<file path="src/rtl/pipe_stage_skid_reg.sv">
// Valid/ready pipeline stage with a 2-entry skid buffer.
// in_ready and out_valid come from flops; excepting entries carry pc/inst only.
module pipe_stage_skid_reg #(
   parameter int unsigned XLEN   = 64,
   parameter int unsigned CTRL_W = 16,
   parameter int unsigned DATA_W = 256,
   parameter int unsigned CNT_W  = 32
) (
   input  logic              clk,
   input  logic              rst,
   input  logic              flush,
   input  logic              in_valid,
   output logic              in_ready,
   input  logic              in_except,
   input  logic [XLEN-1:0]   in_pc,
   input  logic [XLEN-1:0]   in_npc,
   input  logic [31:0]       in_inst,
   input  logic [CTRL_W-1:0] in_ctrl,
   input  logic [DATA_W-1:0] in_data,
   output logic              out_valid,
   input  logic              out_ready,
   output logic              out_except,
   output logic [XLEN-1:0]   out_pc,
   output logic [XLEN-1:0]   out_npc,
   output logic [31:0]       out_inst,
   output logic [CTRL_W-1:0] out_ctrl,
   output logic [DATA_W-1:0] out_data,
   output logic [CNT_W-1:0]  stall_cnt,
   output logic [CNT_W-1:0]  squash_cnt
);

   // State is {main_v, skid_v}; 2'b01 cannot be reached.
   localparam logic [1:0] S_EMPTY = 2'b00;
   localparam logic [1:0] S_ONE   = 2'b10;
   localparam logic [1:0] S_TWO   = 2'b11;

   logic [1:0]        r_state;
   logic [1:0]        w_state_nxt;
   logic              r_in_ready;

   logic              w_acc;
   logic              w_pop;
   logic              w_ld_main_in;
   logic              w_ld_skid_in;
   logic              w_ld_main_skid;
   logic              w_clr_main;
   logic              w_clr_skid;
   logic [1:0]        w_sq_add;

   logic              r_m_except;
   logic [XLEN-1:0]   r_m_pc;
   logic [XLEN-1:0]   r_m_npc;
   logic [31:0]       r_m_inst;
   logic [CTRL_W-1:0] r_m_ctrl;
   logic [DATA_W-1:0] r_m_data;

   logic              r_s_except;
   logic [XLEN-1:0]   r_s_pc;
   logic [XLEN-1:0]   r_s_npc;
   logic [31:0]       r_s_inst;
   logic [CTRL_W-1:0] r_s_ctrl;
   logic [DATA_W-1:0] r_s_data;

   logic [XLEN-1:0]   w_in_npc;
   logic [CTRL_W-1:0] w_in_ctrl;
   logic [DATA_W-1:0] w_in_data;

   logic [CNT_W-1:0]  r_stall_cnt;
   logic [CNT_W-1:0]  r_squash_cnt;

   assign w_acc = in_valid & r_in_ready;
   assign w_pop = r_state[1] & out_ready;

   // An excepting instruction must not cause side effects downstream.
   assign w_in_npc  = in_except ? '0 : in_npc;
   assign w_in_ctrl = in_except ? '0 : in_ctrl;
   assign w_in_data = in_except ? '0 : in_data;

   // Entries that were valid and not popped on a flush cycle.
   assign w_sq_add = {1'b0, r_state[1] & ~w_pop} + {1'b0, r_state[0]};

   // State register; in_ready is kept as its own flop.
   always_ff @(posedge clk) begin
      if (rst) begin
         r_state    <= S_EMPTY;
         r_in_ready <= 1'b1;
      end else begin
         r_state    <= w_state_nxt;
         r_in_ready <= ~w_state_nxt[0];
      end
   end

   // Next-state logic; flush wins over any handshake.
   always_comb begin
      w_state_nxt = r_state;
      if (flush) begin
         w_state_nxt = S_EMPTY;
      end else begin
         unique case (r_state)
            S_EMPTY: if (w_acc) w_state_nxt = S_ONE;
            S_ONE: begin
               if (w_acc && !w_pop)      w_state_nxt = S_TWO;
               else if (!w_acc && w_pop) w_state_nxt = S_EMPTY;
            end
            S_TWO:   if (w_pop) w_state_nxt = S_ONE;
            default: w_state_nxt = S_EMPTY;
         endcase
      end
   end

   // Datapath load/clear strobes decoded from state and handshakes.
   always_comb begin
      w_ld_main_in   = 1'b0;
      w_ld_skid_in   = 1'b0;
      w_ld_main_skid = 1'b0;
      w_clr_main     = 1'b0;
      w_clr_skid     = 1'b0;
      if (flush) begin
         w_clr_main = 1'b1;
         w_clr_skid = 1'b1;
      end else begin
         unique case (r_state)
            S_EMPTY: w_ld_main_in = w_acc;
            S_ONE: begin
               if (w_acc && w_pop) w_ld_main_in = 1'b1;
               else if (w_acc)     w_ld_skid_in = 1'b1;
               else if (w_pop)     w_clr_main   = 1'b1;
            end
            S_TWO: begin
               w_ld_main_skid = w_pop;
               w_clr_skid     = w_pop;
            end
            default: begin
               w_clr_main = 1'b1;
               w_clr_skid = 1'b1;
            end
         endcase
      end
   end

   // MAIN entry: refilled from input or SKID, zeroed when it empties.
   always_ff @(posedge clk) begin
      if (rst || w_clr_main) begin
         r_m_except <= 1'b0;
         r_m_pc     <= '0;
         r_m_npc    <= '0;
         r_m_inst   <= '0;
         r_m_ctrl   <= '0;
         r_m_data   <= '0;
      end else if (w_ld_main_in) begin
         r_m_except <= in_except;
         r_m_pc     <= in_pc;
         r_m_npc    <= w_in_npc;
         r_m_inst   <= in_inst;
         r_m_ctrl   <= w_in_ctrl;
         r_m_data   <= w_in_data;
      end else if (w_ld_main_skid) begin
         r_m_except <= r_s_except;
         r_m_pc     <= r_s_pc;
         r_m_npc    <= r_s_npc;
         r_m_inst   <= r_s_inst;
         r_m_ctrl   <= r_s_ctrl;
         r_m_data   <= r_s_data;
      end
   end

   // SKID entry: holds the younger instruction under backpressure.
   always_ff @(posedge clk) begin
      if (rst || w_clr_skid) begin
         r_s_except <= 1'b0;
         r_s_pc     <= '0;
         r_s_npc    <= '0;
         r_s_inst   <= '0;
         r_s_ctrl   <= '0;
         r_s_data   <= '0;
      end else if (w_ld_skid_in) begin
         r_s_except <= in_except;
         r_s_pc     <= in_pc;
         r_s_npc    <= w_in_npc;
         r_s_inst   <= in_inst;
         r_s_ctrl   <= w_in_ctrl;
         r_s_data   <= w_in_data;
      end
   end

   // Perf counters; only rst clears them, both wrap.
   always_ff @(posedge clk) begin
      if (rst) begin
         r_stall_cnt  <= '0;
         r_squash_cnt <= '0;
      end else begin
         if (r_state[1] && !out_ready)
            r_stall_cnt <= r_stall_cnt + 1'b1;
         if (flush)
            r_squash_cnt <= r_squash_cnt + CNT_W'(w_sq_add);
      end
   end

   assign in_ready   = r_in_ready;
   assign out_valid  = r_state[1];
   assign out_except = r_m_except;
   assign out_pc     = r_m_pc;
   assign out_npc    = r_m_npc;
   assign out_inst   = r_m_inst;
   assign out_ctrl   = r_m_ctrl;
   assign out_data   = r_m_data;
   assign stall_cnt  = r_stall_cnt;
   assign squash_cnt = r_squash_cnt;

endmodule

</file>
<file path="config.mk">
export PLATFORM = sky130hd
export DESIGN_NAME = pipe_stage_skid_reg
export DESIGN_NICKNAME = d
export VERILOG_FILES = /design/src/rtl/pipe_stage_skid_reg.sv
export SDC_FILE = /design/constraint.sdc
export NUM_CORES = 2
export LEC_CHECK = 0
export CAP_MARGIN = 20
export CORE_MARGIN = 1.5
export CORE_UTILIZATION = 30
export CTS_BUF_LIST = sky130_fd_sc_hd__clkbuf_4
export DETAILED_ROUTE_END_ITERATION = 10
export GPL_ROUTABILITY_DRIVEN = 0
export PLACE_DENSITY = 0.51
export SLEW_MARGIN = 10
export SYNTH_ARGS = -nofsm -noshare
export SYNTH_HDL_FRONTEND = slang
export SYNTH_SLANG_ARGS = --single-unit
</file>
<file path="constraint.sdc">
create_clock -name clk -period 3.85 [get_ports clk]
set_input_delay 1.155 -clock clk [delete_from_list [all_inputs] [get_ports clk]]
set_output_delay 1.155 -clock clk [all_outputs]
set_load 0.02 [all_outputs]
</file>
* Word level (Yosys, flattened, before mapping)
Index checks and enable logic that the tools add are counted.
Word-level totals: output and inout bits 499, logic and storage cells 82, input bits 438, flip-flop bits (word level) 933
Cells by class: eq/ne operators 5, $add $sub $neg 3, reductions and logical operators 15, bitwise gates (word level) 5, muxes and demuxes 37
Operators by type and width (number):
- $mux 256 | 3
- $mux 64 | 5
- $mux 32 | 2
- $mux 16 | 3
- $add 32x1->32 const B | 1
- $add 32x2->32 | 1
- $mux 1 | 16
- $mux 2 | 4
- $pmux 1 s2 | 3
- $pmux 2 s3 | 1
- $reduce_or 2->1 | 3
- $eq 2x2->1 const B | 2
- $logic_and 1x1->1 | 4
- $ne 2x2->1 const B | 2
- $and 1x1->1 | 3
- $logic_not 1->1 | 3
- $ne 3x3->1 const B | 1
- $reduce_and 3->1 | 1
- $add 1x1->2 | 1
- $logic_not 2->1 | 1
- $logic_or 1x1->1 | 2
- $not 1->1 | 2
- $reduce_bool 2->1 | 1

* Depth between registers and ports, before layout
depth in word-level cells 8, mapped depth 12, gate-level depth less buffers 10

* Worst setup path after synthesis
No wires, ideal clock.
kind input to register, start point input port out_ready, end point register r_squash_cnt[20] (netlist: squash_cnt[20]), path buffers 1, arrival time 3.120 ns, required time 3.780 ns, stages 10, path slack 0.659 ns, library setup time 0.070 ns, path through nor2_1 -> inv_1 -> fa_1 -> inv_1 -> ha_1 -> and4_1 -> clkbuf_1 -> nand4_1 -> or4_1 -> a21oi_1
Between the ends: cells in the longest elaborated chain, start to end 5
Ends and longest elaborated chain:
- start: declaration | RTL line 21 | input logic out_ready,
- $and 1x1->1 | RTL line 72 | assign w_pop = r_state[1] & out_ready;
- $not 1->1 | RTL line 80 | assign w_sq_add = {1'b0, r_state[1] & ~w_pop} + {1'b0, r_state[0]};
- $and 1x1->1 | RTL line 80
- $add 1x1->2 | RTL line 80
- $add 32x2->32 | RTL line 195 | r_squash_cnt <= r_squash_cnt + CNT_W'(w_sq_add);
- end signal: assignment | RTL line 195
- end: declaration | RTL line 69 | logic [CNT_W-1:0] r_squash_cnt;
Every way passes these cells. A chain may end at the register's enable or synchronous reset.

* Worst setup path after layout
start point register r_state[1], end point output port out_valid
RTL lines:
- start: declaration | RTL line 37 | logic [1:0] r_state;
- start signal: assignment | RTL line 88 | r_state <= w_state_nxt;
- end: declaration | RTL line 20 | output logic out_valid,
No word-level cell between the ends.

==> results.txt <==
status = completed
Fmax = 274 MHz
Slew HR = 0.486
DR pass1 iterations = 5
Syn Inst Count = 5051
Hold WC Path Type = input port to register
hold_buf cts = 0
CP Data Required Time = 2.69 ns
FF/Latch Area = 18700 um2
Critical Path Sink Type = output port
delay-heaviest family, CP = buffers and inverters
Starting Density = 0.302
Root Buffer = clkbuf_4
Worst Setup EP = out_valid
post_cts resized = 0
fin crit period = 3.65 ns
initial antenna violation count = 20
synth warn = 0
XOR/XNOR Fraction of Synth Area = 0.00500
internal power = 15.9 mW
number of global-route vias before repair = 37100
Reg2Reg Depth = 10
Overflow after GRT = 0
wire length per cell = 19.8 um
Worst Setup SP = r_state[1]
Core ar. = 128000 um2
Most used DFF post-synth = dfxtp_1
Vias = 39100
final layout net count = 6421
PwrDens = 403 nW/um2
largest net degree at the start of global routing = 114
largest family of logic cells by synthesized area = simple AND/OR/NAND/NOR gates
CTS clk-pin slew, worst paths = 0.06 ns
critical path arrival = 2.50 ns
Area growth syn-to-layout = 39.2%
post-synthesis simple-gate area fraction = 0.292
async set or reset register ratio after synthesis = 0
Crit Path Class = register to output port
syn avg cell area = 7.63 um2
syn nets = 5496
CP max FO = 10
global-route wire length before repair = 233 mm
post-route ant nets = 0
RR Endpoint = squash_cnt[30]
H-tree levels = 5
area taken by multi-input logic gates = 18100 um2
Yosys reg bits = 933
dpl hpwl = 105 mm
DR iter-0 viols = 2500
total I/O pin count = 937
number of flops mapped to enable cells by yosys = 0
worst-path cell chain = clkdlybuf4s50_1
post-synthesis mux area share = 0.000260
die height = 361 um
maximum VDD drop = 0.251 mV
Final Worst Setup Slack = 0.199 ns
Num CTS Buffers = 283
Setup-failing EPs final = 0
pre-CTS WS = 0.180 ns
compound-cell area share of the yosys netlist = 0.169
Tcrit/Tclk final = 0.948
CTS tree = built
Fillers = 13000
clock buffer depth = 4
Die W = 361 um
adder-cell share of the synthesized area = 0.00247
sw frac = 0.266
clock share of power = 0.433
worst flop-to-flop path startpoint = r_state[1]
skew final = 0.0751 ns
Comb pwr share = 0.107
Worst setup SP type = register
Remaining DRCs = 0
Via density = 5.00
maxcap violations = 0
Final Hold Viols = 0
sequential fraction of the synthesis area = 0.485
Cell variety after synth = 45
worst reg-to-reg setup slack = 0.88 ns
proportion of layout cells with a drive suffix above 1 = 0.0954
max incr delay on CP = 0.74 ns
final setup TNS = 0 ns
Slew Limit Fails = 0
WP buf/inv = 1
drt total wl = 155 mm
Lkg Pwr = 17.3 nW
All-Layer GR Usage = 0.229
CTS Sinks = 933
die area = 131000 um2
# Post-CTS Setup Buffers = 0
Critical Path Stages = 1
Buffers on Ports = 936
part of the power in registers = 0.460
row count = 131
Worst Tran Pin Value = 0.769 ns
synthesized area = 38500 um2
switching power = 5.74 mW
Skew-Pair Late Insertion Delay = 1.20 ns
Slowest cell on crit path = clkdlybuf4s50_1
worst min path at each step:
stage               slack [ns]       endpoint           from  depth (start not counted)
finish                    0.38     r_state[1]            rst                          3
global route              0.22     r_state[1]            rst                          3
CTS                       0.20     r_state[1]            rst                          3
detailed placement        0.45   r_s_data[26]   r_s_data[26]                          2
global placement          0.44  r_s_data[130]  r_s_data[130]                          2
floorplan                 0.44    r_s_ctrl[0]    r_s_ctrl[0]                          2
layer usage:
metal / global-route usage / vias up / part of all wire
met2: 0.374 / 1293 / 0.48
met5: 0 / - / 0.00037
met4: 0.101 / 10 / 0.035
met3: 0.0554 / 318 / 0.063
met1: 0.284 / 18600 / 0.43
li1: - / 19000 / -
cell usage in the layout, fill, tap and decap left out, types with 2 or more instances in the layout:
| cell | instances |
|---|---|
| diode_2 | 19 |
| and4_1 | 8 |
| inv_2 | 4 |
| bufinv_16 | 2 |
| a311oi_1 | 433 |
| nor2_1 | 462 |
| o31ai_1 | 19 |
| or4_4 | 2 |
| inv_1 | 16 |
| xor2_1 | 10 |
| and2_1 | 5 |
| clkbuf_4 | 415 |
| or4_1 | 20 |
| xnor2_1 | 12 |
| buf_12 | 72 |
| clkinv_1 | 34 |
| and3_1 | 4 |
| nand4b_1 | 2 |
| buf_4 | 73 |
| or2_2 | 5 |
| a21oi_1 | 476 |
| nand3b_1 | 2 |
| o21ai_0 | 21 |
| nor3_1 | 2 |
| nand2_1 | 1756 |
| a31oi_1 | 2 |
| dfxtp_1 | 933 |
| nor4_1 | 7 |
| clkinv_2 | 4 |
| or3_1 | 19 |
| nand3_1 | 19 |
| nor2b_1 | 337 |
| ha_1 | 6 |
| nand4_1 | 15 |
| clkdlybuf4s50_1 | 934 |
kinds of logic after synthesis:
group | Yosys count
simple gates | 2673
compound gates | 958
flops | 933
buf+inv | 457
xor+xnor | 22
fa+ha+maj | 7
mux | 1
power by group through the flow:
| stage | registers (mW) | logic [mW] | clock network [mW] |
|---|---|---|---|
| after floorplan | 10.3 | 0.865 | 0 |
| after global placement | 10.1 | 2.32 | 0 |
| after detailed placement | 10.1 | 2.32 | 0 |
| after CTS | 9.93 | 2.33 | 9.71 |
| after global routing | 9.94 | 2.48 | 10.2 |
| final | 9.94 | 2.31 | 9.35 |
worst reg2reg max path, stage by stage (launching register included):
cell and delay [ns]:
dfxtp_1 0.60, inv_1 0.23, nor2_1 0.18, inv_1 0.11, fa_1 0.40, inv_1 0.07
ha_1 0.16, and4_1 0.29, nand4_1 0.23, or4_1 0.44, a21oi_1 0.17
synthesized netlist by cell type, types with 4 or more instances:
| library cell | n | area share |
|---|---|---|
| a21oi_1 | 476 | 0.062 |
| a311oi_1 | 433 | 0.098 |
| and2_1 | 5 | 0.00081 |
| and3_1 | 4 | 0.00065 |
| and4_1 | 8 | 0.0018 |
| buf_1 | 28 | 0.0027 |
| buf_2 | 90 | 0.012 |
| clkbuf_1 | 323 | 0.031 |
| dfxtp_1 | 933 | 0.48 |
| ha_1 | 6 | 0.0019 |
| inv_1 | 16 | 0.0016 |
| nand2_1 | 1756 | 0.17 |
| nand3_1 | 19 | 0.0025 |
| nand4_1 | 15 | 0.0024 |
| nor2_1 | 462 | 0.045 |
| nor2b_1 | 337 | 0.055 |
| nor4_1 | 7 | 0.0011 |
| o21ai_0 | 21 | 0.0027 |
| o31ai_1 | 19 | 0.0037 |
| or2_2 | 5 | 0.00081 |
| or3_1 | 20 | 0.0032 |
| or4_1 | 20 | 0.0039 |
| xnor2_1 | 12 | 0.0027 |
| xor2_1 | 10 | 0.0023 |
registers in the layout, summed over array words and instances (netlist names), 32 cells and up:
signal,flops
r_s_inst,32
out_pc,64
r_s_pc,64
r_s_data,256
out_npc,64
r_s_npc,64
squash_cnt,32
stall_cnt,32
out_inst,32
out_data,256
final cells by class:
class / instances / share of cell area
Sequential cell: 933 / 0.348
Inverter: 16 / 0.00112
Timing Repair Buffer: 1081 / 0.212
Tap cell: 1662 / 0.0388
Clock inverter: 44 / 0.00415
Clock buffer: 415 / 0.0581
Antenna cell: 19 / 0.000887
Multi-Input combinational cell: 3661 / 0.337
through the flow:
step	total power, mW	hold WS (ns)	utilization	cells	cell area, um2
after floorplan	11.2	0.437	-	5051	38500
after CTS	22.0	0.202	0.420	7812	53600
after global placement	12.5	0.441	0.394	7353	50200
final	21.6	0.379	0.420	7831	53600
after detailed placement	12.5	0.447	0.394	7353	50200
after global routing	22.7	0.220	0.420	7829	53600
(Power assumes the default switching activity.)
